## config.mk

```make
export PLATFORM = sky130hd
export DESIGN_NAME = gate_sweep_ctrl
export DESIGN_NICKNAME = d
export VERILOG_FILES = /design/src/rtl/gate_pkg.sv /design/src/rtl/next_op_sel.sv /design/src/rtl/gate_sweep_ctrl.sv
export SDC_FILE = /design/constraint.sdc
export NUM_CORES = 1
export LEC_CHECK = 0
export BUFFER_PORTS_ARGS = -buffer_cell sky130_fd_sc_hd__buf_2
export CAP_MARGIN = 25
export CORE_UTILIZATION = 25
export DETAILED_ROUTE_END_ITERATION = 12
export PLACE_DENSITY = 0.42
export RECOVER_POWER = 100
export REMOVE_ABC_BUFFERS = 1
export SLEW_MARGIN = 10
export SYNTH_ARGS = -nofsm -noshare
export SYNTH_HDL_FRONTEND = slang
export SYNTH_SLANG_ARGS = --single-unit
```

## constraint.sdc

```tcl
create_clock -name clock -period 1.8 [get_ports clock]
set_input_delay 0.27 -clock clock [delete_from_list [all_inputs] [get_ports clock]]
set_output_delay 0.27 -clock clock [all_outputs]
set_load 0.01 [all_outputs]
```

## src/rtl/gate_pkg.sv

```systemverilog
// Shared definitions for the basic-gate self-test slice.
//   - op codes driven on the gate unit's op-select mux
//   - sequencer FSM state encoding
//   - gate_golden(): reference truth table for every op code
package gate_pkg;

    localparam int NUM_OPS = 5;

    localparam logic [2:0] OP_NAND = 3'd0;
    localparam logic [2:0] OP_NOT  = 3'd1;
    localparam logic [2:0] OP_AND  = 3'd2;
    localparam logic [2:0] OP_OR   = 3'd3;
    localparam logic [2:0] OP_XOR  = 3'd4;

    typedef enum logic [2:0] {
        StIdle,
        StSettle,
        StCheck,
        StAdvance,
        StDone
    } state_e;

    // Expected gate output; NOT ignores b. Unused codes read as 0.
    function automatic logic gate_golden(input logic [2:0] op, input logic a, input logic b);
        case (op)
            OP_NAND: return ~(a & b);
            OP_NOT:  return ~a;
            OP_AND:  return a & b;
            OP_OR:   return a | b;
            OP_XOR:  return a ^ b;
            default: return 1'b0;
        endcase
    endfunction

endpackage

```

## src/rtl/next_op_sel.sv

```systemverilog
// Combinational priority encoder picking the next enabled gate op.
//   mask    : enabled ops, bit i enables op i
//   cur     : current op; -1 selects the lowest enabled op
//   next_op : lowest enabled op strictly above cur (0 when none)
//   none    : no enabled op exists above cur
module next_op_sel
    import gate_pkg::*;
(
    input  logic [NUM_OPS-1:0] mask,
    input  logic signed [3:0]  cur,
    output logic [2:0]         next_op,
    output logic               none
);

    // Scan downward so the lowest qualifying op is the last one written.
    always_comb begin
        next_op = 3'd0;
        none    = 1'b1;
        for (int i = NUM_OPS - 1; i >= 0; i--) begin
            if (mask[i] && (i > int'(cur))) begin
                next_op = 3'(i);
                none    = 1'b0;
            end
        end
    end

endmodule

```

## src/rtl/gate_sweep_ctrl.sv

```systemverilog
// Self-test sequencer for the shared basic-gate unit.
// Walks every enabled op through {a,b} = 00..11, samples y after a settle time,
// compares against gate_golden(), counts mismatches and latches the first failure.
// Ports:
//   clock, reset         : single clock, synchronous active-high reset
//   start, op_mask       : sweep request (accepted in IDLE only) and op enables
//   y                    : gate unit output
//   a, b, op             : registered vector driven to the gate unit
//   busy, done, pass     : handshake; done is a one-cycle pulse, pass valid from done
//   err_count, vec_count : mismatches / vectors checked in the current or last sweep
//   fail_valid, fail_op, fail_ab : first failing vector
module gate_sweep_ctrl
    import gate_pkg::*;
#(
    parameter int unsigned SETTLE_CYCLES = 1
) (
    input  logic       clock,
    input  logic       reset,
    input  logic       start,
    input  logic [4:0] op_mask,
    input  logic       y,
    output logic       a,
    output logic       b,
    output logic [2:0] op,
    output logic       busy,
    output logic       done,
    output logic       pass,
    output logic [4:0] err_count,
    output logic [4:0] vec_count,
    output logic       fail_valid,
    output logic [2:0] fail_op,
    output logic [1:0] fail_ab
);

    // Settle counter counts down to zero, so SETTLE lasts SETTLE_CYCLES cycles.
    localparam logic [3:0] SettleLoad = 4'(SETTLE_CYCLES - 1);

    state_e     state_q, state_d;
    logic [4:0] mask_q, mask_d;
    logic       a_q, a_d;
    logic       b_q, b_d;
    logic [2:0] op_q, op_d;
    logic [3:0] cnt_q, cnt_d;
    logic [4:0] err_q, err_d;
    logic [4:0] vec_q, vec_d;
    logic       fvalid_q, fvalid_d;
    logic [2:0] fop_q, fop_d;
    logic [1:0] fab_q, fab_d;
    logic       pass_q, pass_d;

    // One encoder serves both the first-op pick (IDLE, live mask, cur = -1)
    // and the advance to the next op (captured mask, cur = op_q).
    logic [4:0]        sel_mask;
    logic signed [3:0] sel_cur;
    logic [2:0]        sel_op;
    logic              sel_none;

    assign sel_mask = (state_q == StIdle) ? op_mask : mask_q;
    assign sel_cur  = (state_q == StIdle) ? -4'sd1 : $signed({1'b0, op_q});

    next_op_sel u_next_op_sel (
        .mask    (sel_mask),
        .cur     (sel_cur),
        .next_op (sel_op),
        .none    (sel_none)
    );

    always_comb begin
        state_d  = state_q;
        mask_d   = mask_q;
        a_d      = a_q;
        b_d      = b_q;
        op_d     = op_q;
        cnt_d    = cnt_q;
        err_d    = err_q;
        vec_d    = vec_q;
        fvalid_d = fvalid_q;
        fop_d    = fop_q;
        fab_d    = fab_q;
        pass_d   = pass_q;

        case (state_q)
            StIdle: begin
                if (start) begin
                    mask_d   = op_mask;
                    err_d    = 5'd0;
                    vec_d    = 5'd0;
                    fvalid_d = 1'b0;
                    fop_d    = 3'd0;
                    fab_d    = 2'd0;
                    pass_d   = 1'b0;
                    if (!sel_none) begin
                        op_d    = sel_op;
                        a_d     = 1'b0;
                        b_d     = 1'b0;
                        cnt_d   = SettleLoad;
                        state_d = StSettle;
                    end else begin
                        // Nothing to test: an empty sweep trivially passes.
                        pass_d  = 1'b1;
                        state_d = StDone;
                    end
                end
            end

            StSettle: begin
                if (cnt_q == 4'd0) begin
                    state_d = StCheck;
                end else begin
                    cnt_d = cnt_q - 4'd1;
                end
            end

            StCheck: begin
                vec_d = vec_q + 5'd1;
                if (y != gate_golden(op_q, a_q, b_q)) begin
                    err_d = err_q + 5'd1;
                    if (!fvalid_q) begin
                        fvalid_d = 1'b1;
                        fop_d    = op_q;
                        fab_d    = {a_q, b_q};
                    end
                end
                state_d = StAdvance;
            end

            StAdvance: begin
                cnt_d = SettleLoad;
                if ({a_q, b_q} != 2'b11) begin
                    {a_d, b_d} = {a_q, b_q} + 2'd1;
                    state_d    = StSettle;
                end else if (!sel_none) begin
                    op_d    = sel_op;
                    a_d     = 1'b0;
                    b_d     = 1'b0;
                    state_d = StSettle;
                end else begin
                    // err_count is final here, so pass is ready as done rises.
                    pass_d  = (err_q == 5'd0);
                    state_d = StDone;
                end
            end

            StDone: begin
                state_d = StIdle;
            end

            default: begin
                state_d = StIdle;
            end
        endcase
    end

    always_ff @(posedge clock) begin
        if (reset) begin
            state_q  <= StIdle;
            mask_q   <= 5'd0;
            a_q      <= 1'b0;
            b_q      <= 1'b0;
            op_q     <= 3'd0;
            cnt_q    <= 4'd0;
            err_q    <= 5'd0;
            vec_q    <= 5'd0;
            fvalid_q <= 1'b0;
            fop_q    <= 3'd0;
            fab_q    <= 2'd0;
            pass_q   <= 1'b0;
        end else begin
            state_q  <= state_d;
            mask_q   <= mask_d;
            a_q      <= a_d;
            b_q      <= b_d;
            op_q     <= op_d;
            cnt_q    <= cnt_d;
            err_q    <= err_d;
            vec_q    <= vec_d;
            fvalid_q <= fvalid_d;
            fop_q    <= fop_d;
            fab_q    <= fab_d;
            pass_q   <= pass_d;
        end
    end

    assign a          = a_q;
    assign b          = b_q;
    assign op         = op_q;
    assign busy       = (state_q == StSettle) || (state_q == StCheck) || (state_q == StAdvance);
    assign done       = (state_q == StDone);
    assign pass       = pass_q;
    assign err_count  = err_q;
    assign vec_count  = vec_q;
    assign fail_valid = fvalid_q;
    assign fail_op    = fop_q;
    assign fail_ab    = fab_q;

endmodule

```

==> flow_summary.ini <==
[timing]
fin_crit_sh_pct = 101
worst_hold_slack_ns = 0.235
finalSetupTns_ns = -0.0277
finalCriticalPeriod_ns = 1.83
hold_viol_final = 0
worst_pin_slew_ns = 0.420
fin_ws_ns = -0.0264
setup_viol = 2
slew_viol_final = 0
max_freq_mhz = 548
rsz0062_at_grt = true
clock_skew_ns = 0.00918
slew_headroom_pct = 72.0

[run_status]
status = complete, but fails checks
violations = setup timing

[worst_setup_path]
r2r_start = a
crit_type = reg -> reg
end_kind = flop
rr_worst_depth = 6
cp_max_fo = 4
r2r_slack_ns = -0.03
required_ns = 1.98
r2r-end = err_count[3]
endpoint = err_count[3]
critPathArrivalTime_ns = 2.01
critPathLaunch = a
cp-start-kind = flop

[hold_path]
hold_path_class = in -> reg
whs_path_depth = 3

[pwr]
finalPower_mw = 3.39
switching_power_mw = 1.42
ir_worst_vdd_mv = 0.532
p_clk_share_pct = 16.7
leakagePower_nw = 0.992
combPwrFrac_pct = 52.9
swShare_pct = 41.8
powerDensity_nw_per_um2 = 1300
internal_power_mw = 1.97
p_seq_share_pct = 30.4

[clock_tree]
cts-root-buf = clkbuf_8
ctsHoldBuffers = 0
clkTransAtPathRegs_ns = 0.08
clkLatencyLatePin_ns = 0.29
cts_tree = yes
max-clock-path-buffers = 2
clock-sinks = 33
cts_max_level = 2
numCtsBuffers = 5

[placement]
gp_congestion = 0.792
place_hpwl_um = 3910
port_buffers = 32
dp.cells = 378
dp_slack_ns = -0.174

[global_route]
grt_overflow_total = 0
grt_pass1_vias = 1884
grt_pass1_wl_um = 9160
grt_start_max_net_pins = 20
antenna_found_initial = 0
grt_util_all_layers_pct = 13.8

[synth]
netlist_instances = 230
syn_avg_cell_area_um2 = 8.69
synthDistinctLibCells = 65
ys_seq_area_share_pct = 33.1
synth_edf_count = 0
ys_async_sr_fraction_pct = 0
synthFlopType = dfxtp_1
netlist_area_um2 = 2000
ys_ff_latch = 33
ys_warn_count = 0

[flow_run]
drv_cap = 0

[floorplan]
die_x_um = 91.4
pin_count = 33
core_um2 = 7730
row_count = 32
start_util_pct = 25.9
dieArea_um2 = 8350
die_h_um = 91.4

[cells_and_area]
layout_commonest_cell = buf_4
area_growth_pct = 30.6
fin_cells = 391
final_cell_mix = buf_4 (34), dfxtp_1 (28), nor2_1 (23)
layout.nets = 304
drive_above_1_share_pct = 35.3
fillers = 844
n_antenna_cell = 0

[drt]
first_pass_iters = 4
viasPerCell = 4.86
drcViolationCount = 0
via_count = 1901
drt_iter0_drc = 56
ant_nets = 0
avgRoutedWirePerCell_um = 13.6
wl_um = 5320
==> power by group through the flow <==
stage / Sequential, mW / Combinational (mW) / Clock [mW]
floorplan: 1.04 / 0.946 / 0
global placement: 1.02 / 1.65 / 0
detailed placement: 1.02 / 1.64 / 0
CTS: 1.01 / 1.68 / 0.580
global route: 1.06 / 1.98 / 0.614
finish: 1.03 / 1.79 / 0.566
==> cells by family after synthesis <==
kind of cell	synth area share (%)
XOR/XNOR	0.438
multiplexers	1.57
adder cells (fa/ha/maj)	4.38
AO/OA/AOI/OAI	25.5
flip-flops	33.1
buffers and inverters	7.58
AND/OR/NAND/NOR	27.5
==> sequential cells by signal, summed over array words and instances (netlist names) <==
name	flops
err_count	5
vec_count	5
cnt_q	4
mask_q	4
fail_op	3
op	3
state_q	3
fail_ab	2
a	1
b	1
fail_valid	1
pass	1
==> worst min path at each step <==
stage	startpoint	endpoint	slack, ns
finish	op_mask[4]	mask_q[4]	0.24
global route	op_mask[1]	mask_q[1]	0.24
CTS	op_mask[1]	mask_q[1]	0.24
detailed placement	mask_q[2]	mask_q[2]	0.46
global placement	mask_q[2]	mask_q[2]	0.46
floorplan	reset	b	0.34
==> critical path: stages, from the launching register on <==
cell and delay [ns]:
dfxtp_4 0.36, ha_2 0.21, xnor2_2 0.15, a22o_2 0.28, o2111a_2 0.30, nand4_1 0.11
mux2_4 0.30
==> cells in the mapped netlist (all sizes together) (5+ instances only) <==
master | n | area share (%)
nand2b | 5 | 1.7
nor2 | 24 | 4.9
dfxtp | 33 | 33
ha | 7 | 4.4
inv | 11 | 2.1
a21oi | 19 | 4.9
nor3 | 10 | 3.5
nand2 | 21 | 3.9
o2111ai | 7 | 3.4
o41ai | 5 | 2.9
buf | 12 | 4.8
==> what timing repair did <==
action                                  CTS  global route
resized for setup                         9            14
endpoints found under the setup margin   10            22
pin swaps                                 3             2
endpoints found under the hold margin     0             0
setup buffers                             2             3
==> final cells by class <==
cell class,count,area (um2),area share (%)
clock buffers,6,72.6,2.78
inverters,11,41.3,1.58
flip-flops and latches,33,669,25.6
clock inverters,2,10.0,0.384
multi-input cells,170,1270,48.8
repair buffers,67,417,16.0
well taps,102,128,4.89
==> stage by stage <==
stage          instance area, um2  util (%)
2_1_floorplan                1890         -
3_3_place_gp                 2410      31.2
3_5_place_dp                 2410      31.2
4_1_cts                      2550      33.0
5_1_grt                      2610      33.8
6_report                     2610      33.8
==> routing by layer <==
metal  routed length (um)  vias up  global-route usage (%)
li1                     -      971                       -
met1                 2670      898                    18.3
met2                 2430       28                    22.1
met3                  167        4                    3.10
met4                   51        0                    4.23
met5                    0        -                       0
Note: power is estimated with default switching activity, not from simulation.
